File: config.mk
export PLATFORM = sky130hd
export DESIGN_NAME = pwm_ramp_ctr_flat
export DESIGN_NICKNAME = d
export VERILOG_FILES = /design/src/rtl/pwm_pkg.sv /design/src/rtl/pwm_ramp_ctr_if.sv /design/src/rtl/pwm_core.sv /design/src/rtl/pwm_ramp_ctr.sv /design/src/flat_wrapper.sv
export SDC_FILE = /design/constraint.sdc
export NUM_CORES = 1
export LEC_CHECK = 0
export CORE_ASPECT_RATIO = 0.6
export CORE_UTILIZATION = 60
export CTS_BUF_LIST = sky130_fd_sc_hd__clkbuf_8
export DETAILED_ROUTE_END_ITERATION = 8
export PLACE_DENSITY = 0.84
export RECOVER_POWER = 25
export SYNTH_ARGS = -nofsm -noshare
export SYNTH_HDL_FRONTEND = slang
export SYNTH_SLANG_ARGS = --single-unit
File: constraint.sdc
create_clock -name clk_in -period 19.85 [get_ports clk_in]
set_input_delay 5.955 -clock clk_in [delete_from_list [all_inputs] [get_ports clk_in]]
set_output_delay 5.955 -clock clk_in [all_outputs]
set_load 0.01 [all_outputs]
File: src/rtl/pwm_pkg.sv
// Shared constants, FSM encoding and duty arithmetic helpers for the PWM
// soft-start / fade controller.
package pwm_pkg;

    localparam int CNT_W          = 13;
    localparam int PERIOD_DEFAULT = 5000;
    localparam int HOLD_W         = 8;

    typedef enum logic [1:0] {
        IDLE = 2'd0,
        UP   = 2'd1,
        DOWN = 2'd2
    } state_t;

    // Limit a requested duty to the period length (anything above is "always high").
    function automatic logic [CNT_W-1:0] clamp_duty(input logic [CNT_W-1:0] d,
                                                   input logic [CNT_W-1:0] lim);
        return (d > lim) ? lim : d;
    endfunction

    // A zero step size is treated as one.
    function automatic logic [CNT_W-1:0] min1_step(input logic [CNT_W-1:0] s);
        return (s == '0) ? CNT_W'(1) : s;
    endfunction

    // A zero hold count is treated as one period per step.
    function automatic logic [HOLD_W-1:0] min1_hold(input logic [HOLD_W-1:0] h);
        return (h == '0) ? HOLD_W'(1) : h;
    endfunction

    // Upward step saturating at the target; the sum uses one spare bit so it cannot wrap.
    function automatic logic [CNT_W-1:0] step_up(input logic [CNT_W-1:0] cur,
                                                input logic [CNT_W-1:0] step,
                                                input logic [CNT_W-1:0] tgt);
        logic [CNT_W:0] sum;
        sum = {1'b0, cur} + {1'b0, step};
        return (sum >= {1'b0, tgt}) ? tgt : sum[CNT_W-1:0];
    endfunction

    // Downward step saturating at the target; never subtracts past zero.
    function automatic logic [CNT_W-1:0] step_down(input logic [CNT_W-1:0] cur,
                                                  input logic [CNT_W-1:0] step,
                                                  input logic [CNT_W-1:0] tgt);
        logic [CNT_W-1:0] diff;
        diff = cur - step;
        if (cur > step) return (diff < tgt) ? tgt : diff;
        return tgt;
    endfunction

endpackage

File: src/rtl/pwm_ramp_ctr_if.sv
// Ramp request channel. Valid/ready semantics: the requester raises tgt_valid
// with stable tgt_duty/tgt_step/tgt_hold and keeps all of them unchanged until
// a rising clk_in edge where tgt_valid and tgt_ready are both 1; that edge is
// the transfer. tgt_ready may drop at any time and never depends on tgt_valid.
interface pwm_ramp_ctr_if #(
    parameter int CNT_W  = pwm_pkg::CNT_W,
    parameter int HOLD_W = pwm_pkg::HOLD_W
);
    logic              tgt_valid;
    logic              tgt_ready;
    logic [CNT_W-1:0]  tgt_duty;
    logic [CNT_W-1:0]  tgt_step;
    logic [HOLD_W-1:0] tgt_hold;

    modport master (output tgt_valid, tgt_duty, tgt_step, tgt_hold, input tgt_ready);
    modport slave  (input tgt_valid, tgt_duty, tgt_step, tgt_hold, output tgt_ready);
endinterface

File: src/rtl/pwm_core.sv
// PWM period counter with registered compare output and period markers.
module pwm_core #(
    parameter int CNT_W  = 13,
    parameter int PERIOD = 5000
) (
    input  logic             clk_in,
    input  logic             rst_n,
    input  logic             enable,
    input  logic [CNT_W-1:0] duty,
    output logic             pwm_out,
    output logic             period_start,
    output logic             last_cycle
);
    localparam logic [CNT_W-1:0] LAST = CNT_W'(PERIOD - 1);

    logic [CNT_W-1:0] cnt;

    // Last clock of a running period; the ramp FSM only moves duty here.
    assign last_cycle = enable & (cnt == LAST);

    // Counter runs 0..PERIOD-1 while enabled, parks at 0 otherwise; compare is registered.
    always_ff @(posedge clk_in) begin
        if (!rst_n) begin
            cnt          <= '0;
            pwm_out      <= 1'b0;
            period_start <= 1'b0;
        end else begin
            pwm_out      <= enable & (cnt < duty);
            period_start <= last_cycle;
            if (!enable || cnt == LAST) cnt <= '0;
            else                        cnt <= cnt + CNT_W'(1);
        end
    end
endmodule

File: src/rtl/pwm_ramp_ctr.sv
// Soft-start / fade controller: accepts a target duty and walks the live duty
// toward it in steps, only ever changing duty at PWM period boundaries.
module pwm_ramp_ctr #(
    parameter int CNT_W        = pwm_pkg::CNT_W,
    parameter int PERIOD       = pwm_pkg::PERIOD_DEFAULT,
    parameter int HOLD_W       = pwm_pkg::HOLD_W,
    parameter int DEFAULT_DUTY = 0
) (
    input  logic               clk_in,
    input  logic               rst_n,
    input  logic               enable,
    pwm_ramp_ctr_if.slave      req,
    output logic               pwm_out,
    output logic [CNT_W-1:0]   duty_cur,
    output logic               period_start,
    output logic               busy,
    output logic               done,
    output pwm_pkg::state_t    state
);
    import pwm_pkg::*;

    localparam logic [CNT_W-1:0] PERIOD_C = CNT_W'(PERIOD);

    logic [CNT_W-1:0]  tgt, step, in_tgt, in_step, s_tgt, s_step, stepped;
    logic [HOLD_W-1:0] hold, hold_cnt, in_hold, s_hold, s_hcnt;
    logic              live, last_cycle, accept, s_up, step_due;

    pwm_core #(.CNT_W(CNT_W), .PERIOD(PERIOD)) u_core (
        .clk_in       (clk_in),
        .rst_n        (rst_n),
        .enable       (enable),
        .duty         (duty_cur),
        .pwm_out      (pwm_out),
        .period_start (period_start),
        .last_cycle   (last_cycle)
    );

    assign in_tgt        = clamp_duty(req.tgt_duty, PERIOD_C);
    assign in_step       = min1_step(req.tgt_step);
    assign in_hold       = min1_hold(req.tgt_hold);
    // live keeps ready low on the first cycle after reset release.
    assign req.tgt_ready = enable & live & (state == IDLE) & ~done;
    assign accept        = req.tgt_valid & req.tgt_ready;
    assign busy          = (state != IDLE);

    // Step operands: freshly accepted fields on the accept cycle, latched ones while ramping.
    always_comb begin
        s_tgt  = tgt;
        s_step = step;
        s_hold = hold;
        s_hcnt = hold_cnt;
        s_up   = (state == UP);
        if (accept) begin
            s_tgt  = in_tgt;
            s_step = in_step;
            s_hold = in_hold;
            s_hcnt = '0;
            s_up   = (in_tgt > duty_cur);
        end
        stepped  = s_up ? step_up(duty_cur, s_step, s_tgt) : step_down(duty_cur, s_step, s_tgt);
        step_due = (s_hcnt == s_hold - HOLD_W'(1));
    end

    // Ramp FSM: latches requests, counts held periods and applies steps at boundaries.
    always_ff @(posedge clk_in) begin
        if (!rst_n) begin
            state    <= IDLE;
            duty_cur <= CNT_W'(DEFAULT_DUTY);
            hold_cnt <= '0;
            done     <= 1'b0;
            live     <= 1'b0;
            tgt      <= '0;
            step     <= CNT_W'(1);
            hold     <= HOLD_W'(1);
        end else begin
            live <= 1'b1;
            done <= 1'b0;
            case (state)
                IDLE: begin
                    if (accept) begin
                        tgt      <= in_tgt;
                        step     <= in_step;
                        hold     <= in_hold;
                        hold_cnt <= '0;
                        if (in_tgt == duty_cur) begin
                            done <= 1'b1;
                        end else if (last_cycle && step_due) begin
                            // Accepted on a boundary with hold 1: that boundary is the first step.
                            duty_cur <= stepped;
                            if (stepped == in_tgt) done  <= 1'b1;
                            else                   state <= s_up ? UP : DOWN;
                        end else begin
                            state <= s_up ? UP : DOWN;
                            if (last_cycle) hold_cnt <= HOLD_W'(1);
                        end
                    end
                end
                UP, DOWN: begin
                    if (!enable) begin
                        state    <= IDLE;
                        hold_cnt <= '0;
                    end else if (last_cycle) begin
                        if (!step_due) begin
                            hold_cnt <= hold_cnt + HOLD_W'(1);
                        end else begin
                            hold_cnt <= '0;
                            duty_cur <= stepped;
                            if (stepped == tgt) begin
                                state <= IDLE;
                                done  <= 1'b1;
                            end
                        end
                    end
                end
                default: state <= IDLE;
            endcase
        end
    end
endmodule
File: src/flat_wrapper.sv
// flat-port wrapper written by rule: the top's interface ports become plain ports
module pwm_ramp_ctr_flat import pwm_pkg::*;
#(
    parameter int CNT_W        = pwm_pkg::CNT_W,
    parameter int PERIOD       = pwm_pkg::PERIOD_DEFAULT,
    parameter int HOLD_W       = pwm_pkg::HOLD_W,
    parameter int DEFAULT_DUTY = 0
)
  (clk_in, rst_n, enable, pwm_out, duty_cur, period_start, busy, done, state, req_tgt_valid, req_tgt_duty, req_tgt_step, req_tgt_hold, req_tgt_ready);
  pwm_ramp_ctr_if #(.CNT_W(CNT_W), .HOLD_W(HOLD_W)) req_i ();
  input  logic clk_in;
  input  logic rst_n;
  input  logic enable;
  output logic pwm_out;
  output logic [CNT_W-1:0] duty_cur;
  output logic period_start;
  output logic busy;
  output logic done;
  output pwm_pkg::state_t state;
  input wire logic [$bits(req_i.tgt_valid)-1:0] req_tgt_valid;
  input wire logic [$bits(req_i.tgt_duty)-1:0] req_tgt_duty;
  input wire logic [$bits(req_i.tgt_step)-1:0] req_tgt_step;
  input wire logic [$bits(req_i.tgt_hold)-1:0] req_tgt_hold;
  output wire logic [$bits(req_i.tgt_ready)-1:0] req_tgt_ready;
  assign req_i.tgt_valid = req_tgt_valid;
  assign req_i.tgt_duty = req_tgt_duty;
  assign req_i.tgt_step = req_tgt_step;
  assign req_i.tgt_hold = req_tgt_hold;
  assign req_tgt_ready = req_i.tgt_ready;
  pwm_ramp_ctr #(.CNT_W(CNT_W), .PERIOD(PERIOD), .HOLD_W(HOLD_W), .DEFAULT_DUTY(DEFAULT_DUTY)) u_core (.clk_in(clk_in), .rst_n(rst_n), .enable(enable), .req(req_i), .pwm_out(pwm_out), .duty_cur(duty_cur), .period_start(period_start), .busy(busy), .done(done), .state(state));
endmodule
== Word level (Yosys, flattened, before mapping) ==
Cells that the tools add are included.
Widths: inputs -> output; s select.
Storage, ports and cells
  input port bits: 38
  flip-flop bits (word level): 74
  output and inout port bits: 20
  word-level logic and storage cells: 109
Operators by class
  equality and inequality tests: 17
  magnitude comparators: 6
  add/subtract/negate cells: 5
  bitwise gates (word level): 8
  mux-type cells: 49
  reductions and logical operators: 13
Operators with widths (count)
  $mux 13: 15
  $mux 8: 9
  $eq 13x13->1: 3
  $gt 13x13->1: 2
  $lt 13x13->1: 2
  $pmux 13 s2: 1
  $mux 2: 9
  $pmux 8 s2: 1
  $add 13x13->14: 1
  $ge 14x13->1: 1
  $add 13x1->13 const B: 1
  $eq 13x13->1 const B: 1
  $gt 13x13->1 const B: 1
  $logic_not 13->1: 1
  $sub 13x13->13: 1
  $mux 1: 12
  $add 8x1->8 const B: 1
  $eq 8x8->1: 1
  $logic_not 8->1: 1
  $ne 2x2->1 const B: 4
  $sub 8x1->8 const B: 1
  $reduce_and 7->1: 1
  $and 1x1->1: 6
  $ne 3x2->1 const B: 2
  15 further kinds: 20

== Depth between registers and ports, before layout ==
Gate-level depths: netlist of the first run.
  depth in word-level cells: 17
  depth in mapped cells: 34
  mapped depth without buffers: 28

== Hierarchy ==
A second synthesis of the first run with hierarchy kept.
Unflattened totals
  cell total of the unflattened synthesis: 865
  area total of the unflattened synthesis: 7081.8 um2
Modules (own cells, without submodules)
  pwm_ramp_ctr: instances 1, area each 6144.6 um2, cells each 755, seq. area each 1181.1 um2
  pwm_core: instances 1, area each 937.1 um2, cells each 110, seq. area each 300.3 um2

== Least setup slack after synthesis of the first run ==
No wires, ideal clock.
  path kind: input-to-reg
  from: input port enable
  to: register u_core.state[0]
  stages: 29
  arrival time: 13.151 ns
  library setup time: 0.072 ns
  setup slack: 6.628 ns
  path buffers: 7
  required time: 19.778 ns
  path through: and4b_1 -> buf_4 -> and2_1 -> clkbuf_1 -> buf_1 -> clkbuf_1 -> clkbuf_1 -> mux2i_1 -> inv_1 -> ha_1 -> buf_4 -> o211ai_1 -> o211a_1 -> or2_1 -> o311ai_1 -> ha_1 -> and3_1 -> a22o_1 -> o21ai_1 -> o211a_1 -> clkbuf_1 -> o211a_2 -> a31oi_4 -> a221o_2 -> xnor2_1 -> or4_4 -> or4_4 -> a21oi_2 -> mux2i_1
Between the ends
  word-level cells in the longest chain between the ends: 14
  elaborated cells between the ends (all ways): 39
  those cells by class: add/sub: 3; order compare: 3; eq/ne: 8; mux: 18; bitwise: 5; reduce/logical: 2
RTL lines
  start, declared: RTL line flat_wrapper.sv:13  | input logic enable;
  $and 1x1->1 (*) (3 in series): RTL line pwm_ramp_ctr.sv:42  | assign req.tgt_ready = enable & live & (state == IDLE) & ~done;
  via req_tgt_ready: RTL line flat_wrapper.sv:24  | output wire logic [$bits(req_i.tgt_ready)-1:0] req_tgt_ready;
  $and 1x1->1 (*): RTL line pwm_ramp_ctr.sv:43  | assign accept = req.tgt_valid & req.tgt_ready;
  $mux 13 (*)
  via u_core.s_step[2]: RTL line pwm_ramp_ctr.sv:24  | logic [CNT_W-1:0] tgt, step, in_tgt, in_step, s_tgt, s_step, stepped;
  $sub 13x13->13: RTL line pwm_pkg.sv:45  | diff = cur - step;
  $lt 13x13->1: RTL line pwm_pkg.sv:46  | if (cur > step) return (diff < tgt) ? tgt : diff;
  $mux 13 (2 in series): RTL line pwm_pkg.sv:46
  $mux 13: RTL line pwm_pkg.sv:47  | return tgt;
  $mux 13 (*): RTL line pwm_ramp_ctr.sv:60  | stepped = s_up ? step_up(duty_cur, s_step, s_tgt) : step_down(duty_cur, s_step, s_tgt);
  $eq 13x13->1 (on tied branches): RTL line pwm_ramp_ctr.sv:90, pwm_ramp_ctr.sv:108
  $ne 3x3->1 (no source line) or $ne 3x2->1 (tied branches)
  $reduce_and 6->1 (no source line) (*)
  end signal, assigned: RTL line pwm_ramp_ctr.sv:91  | else state <= s_up ? UP : DOWN;
  end signal, assigned: RTL line pwm_ramp_ctr.sv:93  | state <= s_up ? UP : DOWN;
  end, declared: RTL line pwm_ramp_ctr.sv:18  | output pwm_pkg::state_t state
Mark *: on every way through the listed nets, which the timed path passes. The rest lies on a longest branch. The select of a mux whose other input is x is not followed.
A chain may end at the register's enable or synchronous reset.

== Worst setup path in the final report of the first run ==
  from: input port enable
  to: register u_core.state[1]
Between the ends
  word-level cells in the longest chain between the ends: 14
  elaborated cells between the ends (all ways): 39
  those cells by class: add/sub: 3; order compare: 3; eq/ne: 8; mux: 18; bitwise: 5; reduce/logical: 2
RTL lines (RTL line)
  $and 1x1->1 (*) (3 in series): pwm_ramp_ctr.sv:42
  $and 1x1->1 (*): pwm_ramp_ctr.sv:43
  $mux 13 (*)
  via u_core.s_step[4]: pwm_ramp_ctr.sv:24
  $sub 13x13->13: pwm_pkg.sv:45
  $lt 13x13->1: pwm_pkg.sv:46
  $mux 13 (2 in series): pwm_pkg.sv:46
  $mux 13: pwm_pkg.sv:47
  $mux 13 (*): pwm_ramp_ctr.sv:60
  $eq 13x13->1 (on tied branches): pwm_ramp_ctr.sv:90, pwm_ramp_ctr.sv:108
  $ne 3x3->1 (no source line) or $ne 3x2->1 (tied branches)
  $reduce_and 6->1 (no source line) (*)
Marked as above.

==> results.tsv, run 1 <==
stage	metric	value	unit
synthesis	postSynthAreaPerCell	7.92	um^2
setup_path	cp_max_fo	30	
synthesis	syn_area	7180	um^2
timing	slew_headroom	-0.211	
synthesis	yosys_most_used_dff	dfxtp_1	
outcome	violations	max-capacitance violations, max-slew violations	
cts	htree_levels	3	
power_and_ir_drop	leakagePower	3.27	nW
timing	worst_pin_slew	1.82	ns
finish	finalNetCount	1068	
setup_path	start_kind	primary input	
power_and_ir_drop	pwr-share-seq	0.137	
synthesis	yosysUniqueCellTypes	89	
timing	worst_clock_skew	0.0154	ns
die	die_h	86.7	um
die	dieArea	12400	um^2
finish	final_cell_mix	93 x nor2_1, 85 x ha_1, 74 x dfxtp_1	
timing	period_needed	13.64	ns
setup_path	end_kind	flip-flop	
synthesis	synth-seq-cells	74	
global_route	grt_pass1_wl	36200	um
finish	layout_commonest_cell	nor2_1	
power_and_ir_drop	p_sw	0.000752	W
synthesis	synth_cells	906	
setup_path	ff2ff_setup_slack	11.56	ns
timing	setup_viol	0	
die	num_rows	30	
synthesis	synth_edf_count	0	
cts	cts-buffers-inserted	9	
detailed_routing	routedWlPerCell	21.1	um
detailed_routing	ant_nets	0	
global_route	antenna_found_initial	1	
finish	area_delta_synth_final	11.8	%
run	drv_cap	2	
power_and_ir_drop	total_power	0.00136	W
placement	post-dp-hpwl	18000	um
setup_path	setup.worst_path.start	enable	
timing	post-route-period-util	0.687	
cts	cts_resized	0	
cts	insertion_delay	0.38	ns
detailed_routing	viasPerCell	6.49	
placement	io_buffers	57	
timing	grt_setup_unrepaired	false	
power_and_ir_drop	power.internal	0.000609	W
global_route	grt_pass1_vias	6461	
die	die_w	143	um
setup_path	reg2reg_from	u_core.state[1]	
detailed_routing	wl_met1	11100	um
timing	hold_viol_final	0	
global_route	grt_usage	0.392	
finish	layout-drive-gt1-share	0.0506	
power_and_ir_drop	power_frac_comb	0.763	
cts	numClockSinks	74	
cts	clockRootBuffer	clkbuf_8	
placement	place_congestion	1.03	
setup_path	cp.required	20.16	ns
synthesis	syn_nets	1031	
timing	slew_viol_final	66	
timing	fmax	73.3	MHz
power_and_ir_drop	irDropWorstVdd	107	uV
detailed_routing	vias	7192	
detailed_routing	top_layer_used	met4	
min_path	hold_class	reg -> reg	
synthesis	yosys_warnings	0	
synthesis	seq_area_frac_synth	0.206	
synthesis	yosysTopAreaCellShare	0.206	
timing	fin_setup_tns	0	ns
die	core	11500	um^2
global_route	grt_start_max_net_pins	35	
finish	antenna_cells	0	
global_route	overflow	0	
setup_path	crit_arrival	13.96	ns
cts	cts_tree	yes	
detailed_routing	first_iter_violations	789	
outcome	outcome	finished with violations	
cts	cts_setup_buffers	0	
power_and_ir_drop	netSwitchingFraction	0.553	
cts	path_clk_slew	0.10	ns
detailed_routing	routed_wl	23400	um
detailed_routing	dr_wl_met3	3520	um
synthesis	synth_top_area_cell	dfxtp_1	
detailed_routing	drc_errors	0	
die	ioPinCount	58	
setup_path	crit_type	in -> reg	
synthesis	async_flop_share	0	
cts	ctsHoldBuffers	0	
power_and_ir_drop	clkPwrFrac	0.101	
setup_path	ff2ff_path_depth	26	
power_and_ir_drop	cellPowerDensity	170	nW/um^2
detailed_routing	drt_pass1_iterations	8	
detailed_routing	dr_wl_met2	8520	um
synthesis	yosys-top-cells-area	dfxtp_1 21%, ha_1 15%, xnor2_1 5.6%, nor2_1 4.9%, mux2i_1 3.9%	
finish	fillerInstances	955	
cts	cts_max_path_buffers	2	
die	start_util	0.625	
setup_path	r2r-end	u_core.state[1]	
setup_path	crit_end	u_core.state[1]	
-- layout make-up --
class	count	area [um^2]	area share
repair buffers	62	601	0.0749
clock buffers	9	124	0.0154
multi-input cells	739	5310	0.662
flip-flops and latches	74	1480	0.185
clock inverters	7	92.6	0.0115
inverters	57	214	0.0267
well taps	160	200	0.0250
-- flip-flops by register name, indices dropped and copies added (netlist names) --
| register | cells |
|---|---|
| u_core.step | 13 |
| u_core.u_core.cnt | 13 |
| u_core.u_core.pwm_out | 1 |
| u_core.u_core.period_start | 1 |
| u_core.hold | 8 |
| u_core.duty_cur | 13 |
| u_core.done | 1 |
| u_core.state | 2 |
| u_core.hold_cnt | 8 |
| u_core.live | 1 |
| u_core.tgt | 13 |
-- stage by stage --
step | hold WS [ns] | area (um^2) | worst slack, ns | util | instances
finish | 0.497 | 8020 | 6.21 | 0.698 | 1108
global route | 0.533 | 8020 | 5.81 | 0.698 | 1108
CTS | 0.496 | 8030 | 6.41 | 0.699 | 1108
detailed placement | 0.483 | 7810 | 6.12 | 0.680 | 1092
global placement | 0.470 | 7810 | 6.43 | 0.680 | 1092
floorplan | 0.456 | 7180 | 6.63 | - | 906
-- logic make-up after synthesis --
kind of cell | Yosys count | synth area share
simple gates | 323 | 0.231
compound gates | 228 | 0.225
buf+inv | 93 | 0.0539
fa+ha+maj | 87 | 0.154
flops | 74 | 0.206
xor+xnor | 73 | 0.0912
mux | 28 | 0.0390
-- synth_stat cells (6+ instances only) --
library cell	count
inv_1	56
nand3_1	36
a21o_1	14
nor4_1	12
or3_1	10
o21ai_0	40
xor2_1	26
dfxtp_1	74
o211ai_1	9
o22ai_1	6
a211oi_1	12
a21boi_0	7
nand4_1	11
a31oi_1	7
xnor2_1	46
ha_1	85
nor3b_1	6
a221oi_1	7
o21a_1	6
nor2_1	93
buf_4	7
nand2_1	57
mux2i_1	28
a21oi_1	50
and3_1	10
clkbuf_1	20
nand2b_1	9
and2_1	15
nor2b_1	25
nor3_1	9
-- critical path, stage by stage --
cell	delay [ns]
clkdlybuf4s50_1	0.57
and4b_1	0.39
and2_1	0.21
buf_4	0.46
mux2i_1	0.36
inv_1	0.08
ha_1	0.42
nor2_1	0.14
a221oi_1	0.10
o21ai_0	0.69
mux2i_1	0.17
a221oi_1	0.59
ha_1	0.27
nand4_1	0.15
a31oi_1	0.27
nor3_1	0.10
nor3_1	0.24
and2_4	0.30
nand3_1	0.29
o221ai_1	0.57
xnor2_1	0.14
or4_4	0.51
or4_4	0.53
a21oi_2	0.20
mux2i_1	0.22
-- layer usage --
layer | vias up | global-route usage
li1 | 3357 | -
met1 | 3360 | 0.586
met2 | 435 | 0.512
met3 | 40 | 0.157
met4 | 0 | 0.0772
met5 | - | 0
-- power by group through the flow --
stage	clock, W	combinational [W]	sequential (W)
floorplan	0	0.000727	0.000183
global placement	0	0.000966	0.000189
detailed placement	0	0.000975	0.000189
CTS	0.000137	0.000982	0.000186
global route	0.000143	0.00110	0.000187
finish	0.000137	0.00104	0.000186
-- how the worst min path moves through the flow --
stage                                       to  cells past startpoint                 start  slack [ns]
after floorplan           u_core.u_core.cnt[0]                      1  u_core.u_core.cnt[0]        0.46
after global placement          u_core.hold[7]                      2        u_core.hold[7]        0.47
after detailed placement        u_core.hold[7]                      2        u_core.hold[7]        0.48
after CTS                       u_core.hold[7]                      2        u_core.hold[7]        0.50
after global routing            u_core.hold[7]                      2        u_core.hold[7]        0.53
final                           u_core.hold[7]                      2        u_core.hold[7]        0.50
Note: power is estimated with default switching activity, not from simulation.
==> run 2: changes to the inputs <==
CORE_UTILIZATION = 55   (was 60)
PLACE_DENSITY = 0.81   (was 0.84)
clock period = 11.4 ns   (was 19.85 ns; I/O delays follow)
==> results.tsv, run 2 (synthesis gave the netlist of run 1 again) <==
stage	metric	value	unit	change
power_and_ir_drop	netSwitchingFraction	0.553		about the same
timing	fin_setup_tns	0	ns	unchanged
finish	antenna_cells	0		unchanged
power_and_ir_drop	power.internal	0.00107	W	+76%
cts	path_clk_slew	0.09	ns	about the same
power_and_ir_drop	clkPwrFrac	0.084		-0.017
timing	slew_headroom	-0.145		+0.0661
timing	fmax	91.5	MHz	
die	ioPinCount	58		unchanged
finish	fillerInstances	1110		+16%
placement	post-dp-hpwl	19300	um	+6.9%
finish	fin_area	8060	um^2	+0.44%
setup_path	cp.required	11.70	ns	-8.46 ns
cts	cts_tree	yes		
timing	worst_slack	0.466	ns	-5.74 ns
die	die_h	90.5	um	+4.3%
timing	grt_setup_unrepaired	false		
setup_path	cp_slowest_stage_delay	0.57	ns	-0.12 ns
detailed_routing	vias	7194		+0.028%
global_route	grt_usage	0.370		-0.0215
outcome	violations	max-capacitance violations, max-slew violations		
die	dieArea	13500	um^2	+8.9%
detailed_routing	routedWlPerCell	21.9	um	+3.4%
placement	io_buffers	57		unchanged
die	die_w	149	um	+4.4%
setup_path	cp_max_fo	14		-53%
cts	clockRootBuffer	clkbuf_8		
timing	period_needed	10.93	ns	
cts	cts_max_path_buffers	2		unchanged
finish	area_delta_synth_final	12.3	%	
setup_path	crit_top_cell	inv_1		
placement	place_ws	0.462	ns	-5.66 ns
setup_path	end_kind	flip-flop		
timing	slew_viol_final	66		unchanged
global_route	grt_pass1_vias	6388		-1.1%
setup_path	crit_buf_inv	5		+2
setup_path	crit_type	in -> reg		
detailed_routing	viasPerCell	6.41		-1.2%
setup_path	crit_arrival	11.23	ns	-2.73 ns
placement	placed_cell_area	7890	um^2	+0.94%
global_route	overflow	0		unchanged
finish	finalNetCount	1077		+0.84%
global_route	grt_pass1_wl	37700	um	+4.3%
timing	setup_viol	0		unchanged
run	drv_cap	2		unchanged
die	num_rows	31		+3.3%
cts	cts_resized	0		unchanged
finish	layout_commonest_cell	nor2_1		
detailed_routing	first_iter_violations	862		+9.3%
detailed_routing	drc_errors	0		unchanged
die	start_util	0.580		-0.0448
timing	worst_clock_skew	0.0201	ns	+0.00467 ns
detailed_routing	drt_pass1_iterations	5		-3
power_and_ir_drop	power_frac_comb	0.780		+0.017
power_and_ir_drop	total_power	0.00240	W	+76%
die	core	12400	um^2	+7.7%
cts	insertion_delay	0.37	ns	about the same
power_and_ir_drop	p_sw	0.00133	W	+76%
timing	worst_pin_slew	1.72	ns	-0.0991 ns
power_and_ir_drop	pwr-share-seq	0.136		about the same
power_and_ir_drop	irDropWorstVdd	177	uV	+65%
power_and_ir_drop	leakagePower	3.29	nW	+0.59%
min_path	hold_class	reg -> reg		
setup_path	start_kind	primary input		
power_and_ir_drop	cellPowerDensity	298	nW/um^2	+75%
setup_path	cpMaxStageDelayCell	clkdlybuf4s50_1		
cts	cts_setup_buffers	0		unchanged
outcome	outcome	finished with violations		
placement	place_congestion	1.06		+2.7%
setup_path	critical-path-top-delay-family	simple AND/OR/NAND/NOR gates		
timing	post-route-period-util	0.959		
detailed_routing	ant_nets	0		unchanged
cts	numClockSinks	74		unchanged
finish	layout-drive-gt1-share	0.0596		+0.00893
cts	ctsHoldBuffers	0		unchanged
timing	hold_viol_final	0		unchanged
placement	dp.cells	1106		+1.3%
detailed_routing	routed_wl	24500	um	+4.7%
global_route	grt_start_max_net_pins	35		unchanged
cts	cts-buffers-inserted	9		unchanged
cts	htree_levels	3		unchanged
finish	final_cells	1122		+1.3%
finish	final_cell_mix	93 x nor2_1, 85 x ha_1, 74 x dfxtp_1		
global_route	antenna_found_initial	0		-1
## run 2: layout make-up
| class | count | area, um^2 | area share |
|---|---|---|---|
| multi-input combinational | 739 | 5310 | 0.659 |
| sequential | 74 | 1480 | 0.184 |
| timing repair buffer | 71 | 668 | 0.0829 |
| inverter | 57 | 214 | 0.0266 |
| tap | 165 | 206 | 0.0256 |
| clock buffer | 10 | 138 | 0.0171 |
| clock inverter | 6 | 40.0 | 0.00497 |
## run 2: worst paths after layout
path,startpoint,slack (ns),cells past startpoint,endpoint
worst max-delay path,enable,0.47,27,u_core.state[0]
worst min-delay path,u_core.u_core.cnt[0],0.52,1,u_core.u_core.cnt[0]
worst max register to register,u_core.state[1],3.32,28,u_core.state[0]
worst min register to register,u_core.u_core.cnt[0],0.52,1,u_core.u_core.cnt[0]
## run 2: routing by layer
| layer | GRT usage | vias to the layer above | wire length (um) |
|---|---|---|---|
| li1 | - | 3376 | - |
| met1 | 0.580 | 3286 | 11900 |
| met2 | 0.438 | 492 | 8380 |
| met3 | 0.169 | 40 | 3960 |
| met4 | 0.0672 | 0 | 332 |
| met5 | 0 | - | 0 |
## run 2: power by group through the flow
| stage | clock [W] | sequential (W) | combinational (W) |
|---|---|---|---|
| 6_report | 0.000201 | 0.000325 | 0.00187 |
| 5_1_grt | 0.000214 | 0.000328 | 0.00196 |
| 4_1_cts | 0.000204 | 0.000324 | 0.00177 |
| 2_1_floorplan | 0 | 0.000318 | 0.00127 |
| 3_5_place_dp | 0 | 0.000330 | 0.00175 |
| 3_3_place_gp | 0 | 0.000330 | 0.00176 |
## run 2: per-stage QoR
stage	utilization	hold WS [ns]
after floorplan	-	0.456
after global placement	0.637	0.498
after detailed placement	0.637	0.503
after CTS	0.652	0.515
after global routing	0.651	0.553
final	0.651	0.520
